===== src/rtl/dmem_access_ctrl.sv =====
// Data-memory access controller: arbitrates the MEM-stage pipeline port and a DMA/loader port
// onto a single fixed-latency Data_Memory, with a burst limit so DMA cannot starve.
module dmem_access_ctrl #(
  parameter int LATENCY   = 2,
  parameter int MAX_BURST = 3
) (
  input  logic        clk,
  input  logic        rst,
  input  logic        p_req,
  input  logic        p_we,
  input  logic [31:0] p_addr,
  input  logic [31:0] p_wdata,
  output logic [31:0] p_rdata,
  output logic        p_done,
  output logic        stall,
  input  logic        d_req,
  input  logic        d_we,
  input  logic [31:0] d_addr,
  input  logic [31:0] d_wdata,
  output logic [31:0] d_rdata,
  output logic        d_done,
  output logic        mem_write_En,
  output logic        mem_read_En,
  output logic [31:0] mem_addr,
  output logic [31:0] mem_wdata,
  input  logic [31:0] mem_rdata,
  output logic [1:0]  dbg_state
);

  // Request/done protocol: a requester raises *_req with stable we/addr/wdata and holds them
  // until its *_done pulse (one cycle); the access completes even if req drops early.
  typedef enum logic [1:0] {
    IDLE = 2'd0,
    BUSY = 2'd1,
    DONE = 2'd2
  } state_t;

  localparam logic [3:0] CNT_LOAD  = 4'(LATENCY - 1);
  localparam logic [2:0] BURST_MAX = 3'(MAX_BURST);

  state_t      state;
  state_t      state_nxt;
  logic [3:0]  cnt;
  logic [2:0]  burst;
  logic        owner_dma;
  logic        lat_we;
  logic [31:0] lat_addr;
  logic [31:0] lat_wdata;
  logic        grant;
  logic        grant_dma;

  assign grant     = (state == IDLE) && (p_req || d_req);
  // DMA only overrides a pending pipeline request once the pipeline has used its burst.
  assign grant_dma = d_req && (!p_req || (burst == BURST_MAX));

  always_ff @(posedge clk) begin
    if (rst) state <= IDLE;
    else     state <= state_nxt;
  end

  always_comb begin
    state_nxt = state;
    case (state)
      IDLE:    if (p_req || d_req) state_nxt = BUSY;
      BUSY:    if (cnt == 4'd0) state_nxt = DONE;
      DONE:    state_nxt = IDLE;
      default: state_nxt = IDLE;
    endcase
  end

  always_ff @(posedge clk) begin
    if (rst) begin
      cnt       <= 4'd0;
      burst     <= 3'd0;
      owner_dma <= 1'b0;
      lat_we    <= 1'b0;
      lat_addr  <= 32'd0;
      lat_wdata <= 32'd0;
      p_rdata   <= 32'd0;
      d_rdata   <= 32'd0;
    end else if (grant) begin
      owner_dma <= grant_dma;
      lat_we    <= grant_dma ? d_we    : p_we;
      lat_addr  <= grant_dma ? d_addr  : p_addr;
      lat_wdata <= grant_dma ? d_wdata : p_wdata;
      cnt       <= CNT_LOAD;
      if (grant_dma || !d_req)   burst <= 3'd0;
      else if (burst != BURST_MAX) burst <= burst + 3'd1;
    end else if (state == BUSY) begin
      if (cnt != 4'd0) begin
        cnt <= cnt - 4'd1;
      end else if (!lat_we) begin
        if (owner_dma) d_rdata <= mem_rdata;
        else           p_rdata <= mem_rdata;
      end
    end
  end

  always_comb begin
    mem_write_En = 1'b0;
    mem_read_En  = 1'b0;
    mem_addr     = 32'd0;
    mem_wdata    = 32'd0;
    p_done       = 1'b0;
    d_done       = 1'b0;
    if (state == BUSY) begin
      mem_write_En = lat_we;
      mem_read_En  = !lat_we;
      mem_addr     = lat_addr;
      mem_wdata    = lat_wdata;
    end
    if (state == DONE) begin
      p_done = !owner_dma;
      d_done = owner_dma;
    end
  end

  assign stall     = p_req & ~p_done;
  assign dbg_state = state;

endmodule


===== config.mk =====
export PLATFORM = sky130hd
export DESIGN_NAME = dmem_access_ctrl
export DESIGN_NICKNAME = d
export VERILOG_FILES = /design/src/rtl/dmem_access_ctrl.sv
export SDC_FILE = /design/constraint.sdc
export NUM_CORES = 1
export LEC_CHECK = 0
export CAP_MARGIN = 0
export CORE_UTILIZATION = 40
export CTS_CLUSTER_SIZE = 30
export DETAILED_ROUTE_END_ITERATION = 10
export PLACE_DENSITY = 0.9
export SYNTH_ARGS = -nofsm -noshare
export SYNTH_HDL_FRONTEND = slang
export SYNTH_SLANG_ARGS = --single-unit

===== constraint.sdc =====
create_clock -name clk -period 2.2 [get_ports clk]
set_input_delay 0.22 -clock clk [delete_from_list [all_inputs] [get_ports clk]]
set_output_delay 0.22 -clock clk [all_outputs]
set_load 0.05 [all_outputs]

==> impl_metrics.env, run 1 <==
export IMPL_status="complete, no violations"
export IMPL_synth_area_per_cell_um2=9.160
export IMPL_post_cts_resize_count=0
export IMPL_yosysWarnings=0
export IMPL_worstMarginPinSlew_ps=607.8
export IMPL_postCtsSetupBuffers=0
export IMPL_dr_pass1_iters=5
export IMPL_arrival_ps=1880
export IMPL_hpwl_mm=13.65
export IMPL_grt_max_degree=63
export IMPL_worstPathRequired_ps=1980
export IMPL_synth_most_common_cell="dfxtp_1"
export IMPL_htree_levels=4
export IMPL_crit_type="reg -> out"
export IMPL_finalClockSkew_ps=9.870
export IMPL_dieArea_um2=14910
export IMPL_maxClockFrequency_ghz=0.4767
export IMPL_async_flop_share_pct=0
export IMPL_worstHoldStart="rst"
export IMPL_synth_area_leaders="dfxtp_1, mux2i_1, o2bb2ai_1, nand2_1, and2_1"
export IMPL_power_density_nw_per_um2=710.3
export IMPL_place_inst=1075
export IMPL_ys_ff_latch=139
export IMPL_worstSkewPairLatency_ps=410
export IMPL_drv_cap=0
export IMPL_maxSlewHeadroom_pct=59.48
export IMPL_die_h_um=122.1
export IMPL_fin_setup_tns_ps=0
export IMPL_post_route_drc_count=0
export IMPL_ys_seq_area_share_pct=48.22
export IMPL_drive_above_1_share_pct=16.63
export IMPL_antenna_found_initial=0
export IMPL_first_global_vias=5701
export IMPL_netlist_top_cells_count="dfxtp_1, nand2_1, a21oi_1"
export IMPL_cts_buffer_depth=2
export IMPL_grt_pass1_wl_mm=28.97
export IMPL_synth_nets=799
export IMPL_critPathLaunchType="flop"
export IMPL_synth_largest_area_cell="dfxtp_1"
export IMPL_vias=5682
export IMPL_power_uw=7283
export IMPL_worstReg2RegStart="cnt[0]"
export IMPL_wl_per_cell_um=16.86
export IMPL_root_buffer="clkbuf_16"
export IMPL_hold_viol_final=0
export IMPL_clk_pin_slew_ps=60
export IMPL_core_area_um2=13990
export IMPL_nNetsFinal=1083
export IMPL_syn_to_final_growth_pct=77.69
export IMPL_pin_count=301
export IMPL_synth_area_um2=5771
export IMPL_numCtsBuffers=17
export IMPL_wirelength_mm=18.64
export IMPL_rsz0062_at_grt="no"
export IMPL_hp_class="in -> reg"
export IMPL_antenna_left=0
export IMPL_crit_path_end_kind="output port"
export IMPL_instances_no_fill=1106
export IMPL_start_util_pct=41.25
export IMPL_startpoint="dbg_state[0]"
export IMPL_synth_top_area_share_pct=48.22
export IMPL_first_iter_violations=268
export IMPL_synth_distinct_cells=31
export IMPL_die_x_um=122.1
export IMPL_slew_viol_final=0
export IMPL_synth_cells=630
export IMPL_setup_viol=0
export IMPL_port_buffers=300
export IMPL_gr_total_overflow=0
export IMPL_p_leak_uw=0.004058
export IMPL_vias_per_cell=5.137
export IMPL_finalCritPeriodShare_pct=95.34
export IMPL_ctsHoldBuffers=0
export IMPL_cts_tree="yes"
export IMPL_path_max_fanout=45
export IMPL_antenna_cells=0
export IMPL_synth_main_ff_cell="dfxtp_1"
export IMPL_num_rows=43
export IMPL_place_congestion=0.7897
export IMPL_final_min_clock_period_ps=2098
export IMPL_cts_sinks=139
export IMPL_vdd_drop_max_mv=0.4150
export IMPL_grtUsageTotal_pct=25.25
export IMPL_synth_edf_count=0
-- kinds of logic after synthesis --
kind of cell	synth area share [%]
DFF	48.22
adders and majority gates	0.6505
xor gates and xnor gates	0.1518
buffers and inverters	4.532
and+or+nand+nor	18.50
muxes	11.45
AOI/OAI and AO/OA	16.50
-- state kept, by name (all words and copies together) (netlist names) --
signal / cells
burst: 3
cnt: 4
d_rdata: 32
dbg_state: 2
lat_addr: 32
lat_wdata: 32
lat_we: 1
owner_dma: 1
p_rdata: 32
-- cell type report --
| type | instances | area, um^2 |
|---|---|---|
| inverter | 6 | 22.52 |
| multi-input combinational | 434 | 2815 |
| clock inverter | 14 | 123.9 |
| timing repair buffer | 316 | 3859 |
| tap | 180 | 225.2 |
| sequential | 139 | 2783 |
| fill | 949 | 3735 |
| clock buffer | 17 | 425.4 |
-- power by group --
| part | switching, uW | internal (uW) | leakage (uW) | total [uW] |
|---|---|---|---|---|
| registers | 113 | 2710 | 0.00114 | 2820 |
| logic | 954 | 842 | 0.00265 | 1800 |
| clock network | 1110 | 1550 | 0.000273 | 2660 |
| total | 2180 | 5100 | 0.00406 | 7280 |
-- metrics by stage --
step | setup slack (ps) | hold WS (ps) | area [um^2] | utilization (%)
after CTS | 84.09 | 141.8 | 10250 | 73.30
after global routing | 3.772 | 169.0 | 10250 | 73.30
after detailed placement | 145.7 | 438.6 | 9704 | 69.37
final | 102.4 | 160.9 | 10250 | 73.30
after floorplan | 35.36 | 356.0 | 5813 | -
after global placement | 250.4 | 435.9 | 9704 | 69.37
-- final timing paths --
path                   endpoint  slack (ps)  cells after the start
setup / recovery   mem_wdata[1]         100                      4
hold / removal       d_rdata[2]         160                      2
setup reg to reg    d_rdata[20]         120                      7
hold reg to reg   lat_wdata[28]         450                      1
-- critical path, cell delays in order (launching register included) --
cell and delay, ps:
dfxtp_1 550, nor2b_4 280, buf_12 210, and2_1 250
buf_12 160
-- layout by cell type (no fill, tap or decap), drive strengths merged, types with 2 or more instances in the layout --
cell	instances
nor2b	2
mux2i	66
nor2	9
nand2	130
inv	8
o2bb2ai	65
clkbuf	17
nor3	2
nor3b	3
dfxtp	139
ha	3
a21oi	68
and2	65
buf	86
clkinv	10
o21ai	4
clkdlybuf4s50	230
nor4	4
nand2b	3
-- layer usage --
metal	GRT usage [%]	vias up	part of all wire [%]
li1	-	2736	-
met1	25.53	2672	36
met2	46.57	243	54
met3	8.942	31	8.2
met4	10.59	0	1.9
met5	0	-	0
(Power assumes the default switching activity.)
==> run 2: changes to the inputs <==
Clock period 2.2 ns to 2.14 ns, I/O delays scaled along.
==> impl_metrics.env, run 2 (synthesized netlist as in run 1, its figures left out) <==
export IMPL_port_buffers=300
export IMPL_numCtsBuffers=17
export IMPL_p_seq_share_pct=36.9
export IMPL_maxClockFrequency_ghz=0.4893
export IMPL_switching_share_pct=28.64
export IMPL_crit_type="reg -> reg"
export IMPL_final_min_clock_period_ps=2044
export IMPL_power_uw=7867
export IMPL_drive_above_1_share_pct=16.76
export IMPL_path_max_fanout=32
export IMPL_place_congestion=0.7800
export IMPL_vias_per_cell=5.136
export IMPL_maxSlewHeadroom_pct=55.90
export IMPL_timing_rr_end="d_rdata[12]"
export IMPL_grt_pass1_wl_mm=28.91
export IMPL_grtUsageTotal_pct=25.35
export IMPL_clk_pin_slew_ps=60
export IMPL_wl_per_cell_um=16.94
export IMPL_finalClockSkew_ps=7.706
export IMPL_finalCritPeriodShare_pct=95.51
export IMPL_first_iter_violations=349
export IMPL_hold_viol_final=0
export IMPL_status="complete, no violations"
export IMPL_die_h_um=122.1
export IMPL_place_area_um2=9683
export IMPL_rrSetupSlack_ps=100
export IMPL_pin_count=301
export IMPL_slew_viol_final=0
export IMPL_htree_levels=4
export IMPL_min_path_cells=2
export IMPL_antenna_cells=0
export IMPL_antenna_found_initial=0
export IMPL_hp_class="in -> reg"
export IMPL_grt_max_degree=66
export IMPL_post_route_drc_count=0
export IMPL_fin_area_um2=10310
export IMPL_drv_cap=0
export IMPL_fin_setup_tns_ps=0
export IMPL_worstSkewPairLatency_ps=410
export IMPL_ctsHoldBuffers=0
export IMPL_power_frac_comb_pct=23.6
export IMPL_layout_common_cells="clkdlybuf4s50_1, dfxtp_1, nand2_1, buf_12, a21oi_1"
export IMPL_syn_to_final_growth_pct=78.71
export IMPL_postCtsSetupBuffers=0
export IMPL_dieArea_um2=14910
export IMPL_worstPathRequired_ps=2400
export IMPL_pwr_share_clk_pct=39.6
export IMPL_start_util_pct=41.25
export IMPL_cts_tree="yes"
export IMPL_die_x_um=122.1
export IMPL_vdd_drop_max_mv=0.5270
export IMPL_crit_path_end_kind="flop"
export IMPL_worstHoldStart="rst"
export IMPL_cts_buffer_depth=2
export IMPL_arrival_ps=2300
export IMPL_root_buffer="clkbuf_16"
export IMPL_wirelength_mm=18.72
export IMPL_power_switching_uw=2253
export IMPL_reg2reg_depth=7
export IMPL_first_global_vias=5705
export IMPL_hold_end="dbg_state[0]"
export IMPL_antenna_left=0
export IMPL_core_area_um2=13990
export IMPL_power_density_nw_per_um2=762.9
export IMPL_rsz0062_at_grt="no"
export IMPL_vias=5675
export IMPL_intPower_uw=5614
export IMPL_final_common_cell="clkdlybuf4s50_1"
export IMPL_gr_total_overflow=0
export IMPL_cts_sinks=139
export IMPL_critPathLaunchType="flop"
export IMPL_hpwl_mm=13.48
export IMPL_num_rows=43
export IMPL_postLayoutCoreUtil_pct=73.72
export IMPL_worstReg2RegStart="cnt[0]"
export IMPL_setup_viol=0
export IMPL_p_leak_uw=0.004066
export IMPL_worstMarginPinSlew_ps=661.5
export IMPL_nNetsFinal=1081
export IMPL_dr_pass1_iters=5
==> run 2: through the flow <==
stage	hold slack, ps	setup WS (ps)	std cells
after floorplan	350.0	-15.97	630
after global placement	435.9	184.9	1073
after detailed placement	438.8	87.13	1073
after CTS	69.23	39.21	1105
after global routing	93.33	2.247	1105
final	93.62	96.12	1105
==> run 2: power by group through the flow <==
stage	Combinational, uW	Clock (uW)	Sequential (uW)
global placement	1820	0	2940
global route	1960	3280	2920
floorplan	767	0	3100
finish	1850	3110	2900
CTS	1860	3170	2900
detailed placement	1850	0	2950
==> run 2: routing by layer <==
| layer | wire length, um | global-route usage [%] |
|---|---|---|
| met1 | 6863 | 26.02 |
| met2 | 9808 | 46.93 |
| met3 | 1613 | 8.427 |
| met4 | 431 | 10.14 |
| met5 | 0 | 0 |
==> run 2: timing repair <==
item                                   in CTS  in global routing
endpoints found under the hold margin       0                  0
setup endpoints to repair                   0                 32
gates resized for setup                     0                  2
==> run 2: worst max-delay path, stage by stage, from the launching register on <==
cell and delay [ps]:
dfxtp_1 330, inv_1 60, ha_1 210, or3b_4 430
or4_1 450, buf_6 220, nand2_1 110, a21oi_1 80
==> run 2: final cells by class <==
type / instances / area, um^2
Timing Repair Buffer: 314 / 3835
Fill cell: 957 / 3676
Multi-Input combinational cell: 434 / 2823
Sequential cell: 139 / 2784
Clock buffer: 18 / 429.2
Tap cell: 180 / 225.2
Clock inverter: 14 / 193.9
Inverter: 6 / 22.52
==> run 2: worst max-delay path by stage <==
stage | depth (start not counted) | slack (ps) | from | to
6_report | 7 | 100 | cnt[0] | d_rdata[12]
3_3_place_gp | 7 | 180 | cnt[0] | d_rdata[27]
2_1_floorplan | 2 | -20 | dbg_state[1] | stall
4_1_cts | 7 | 40 | cnt[0] | d_rdata[12]
5_1_grt | 1 | 2 | dbg_state[1] | dbg_state[1]
3_5_place_dp | 7 | 90 | cnt[0] | d_rdata[12]
==> run 3: changes to the inputs <==
Settings changed: SKIP_LAST_GASP set to 1.
==> results of run 3 <==
The final DEF is identical to that of run 2; final timing and power are the same.
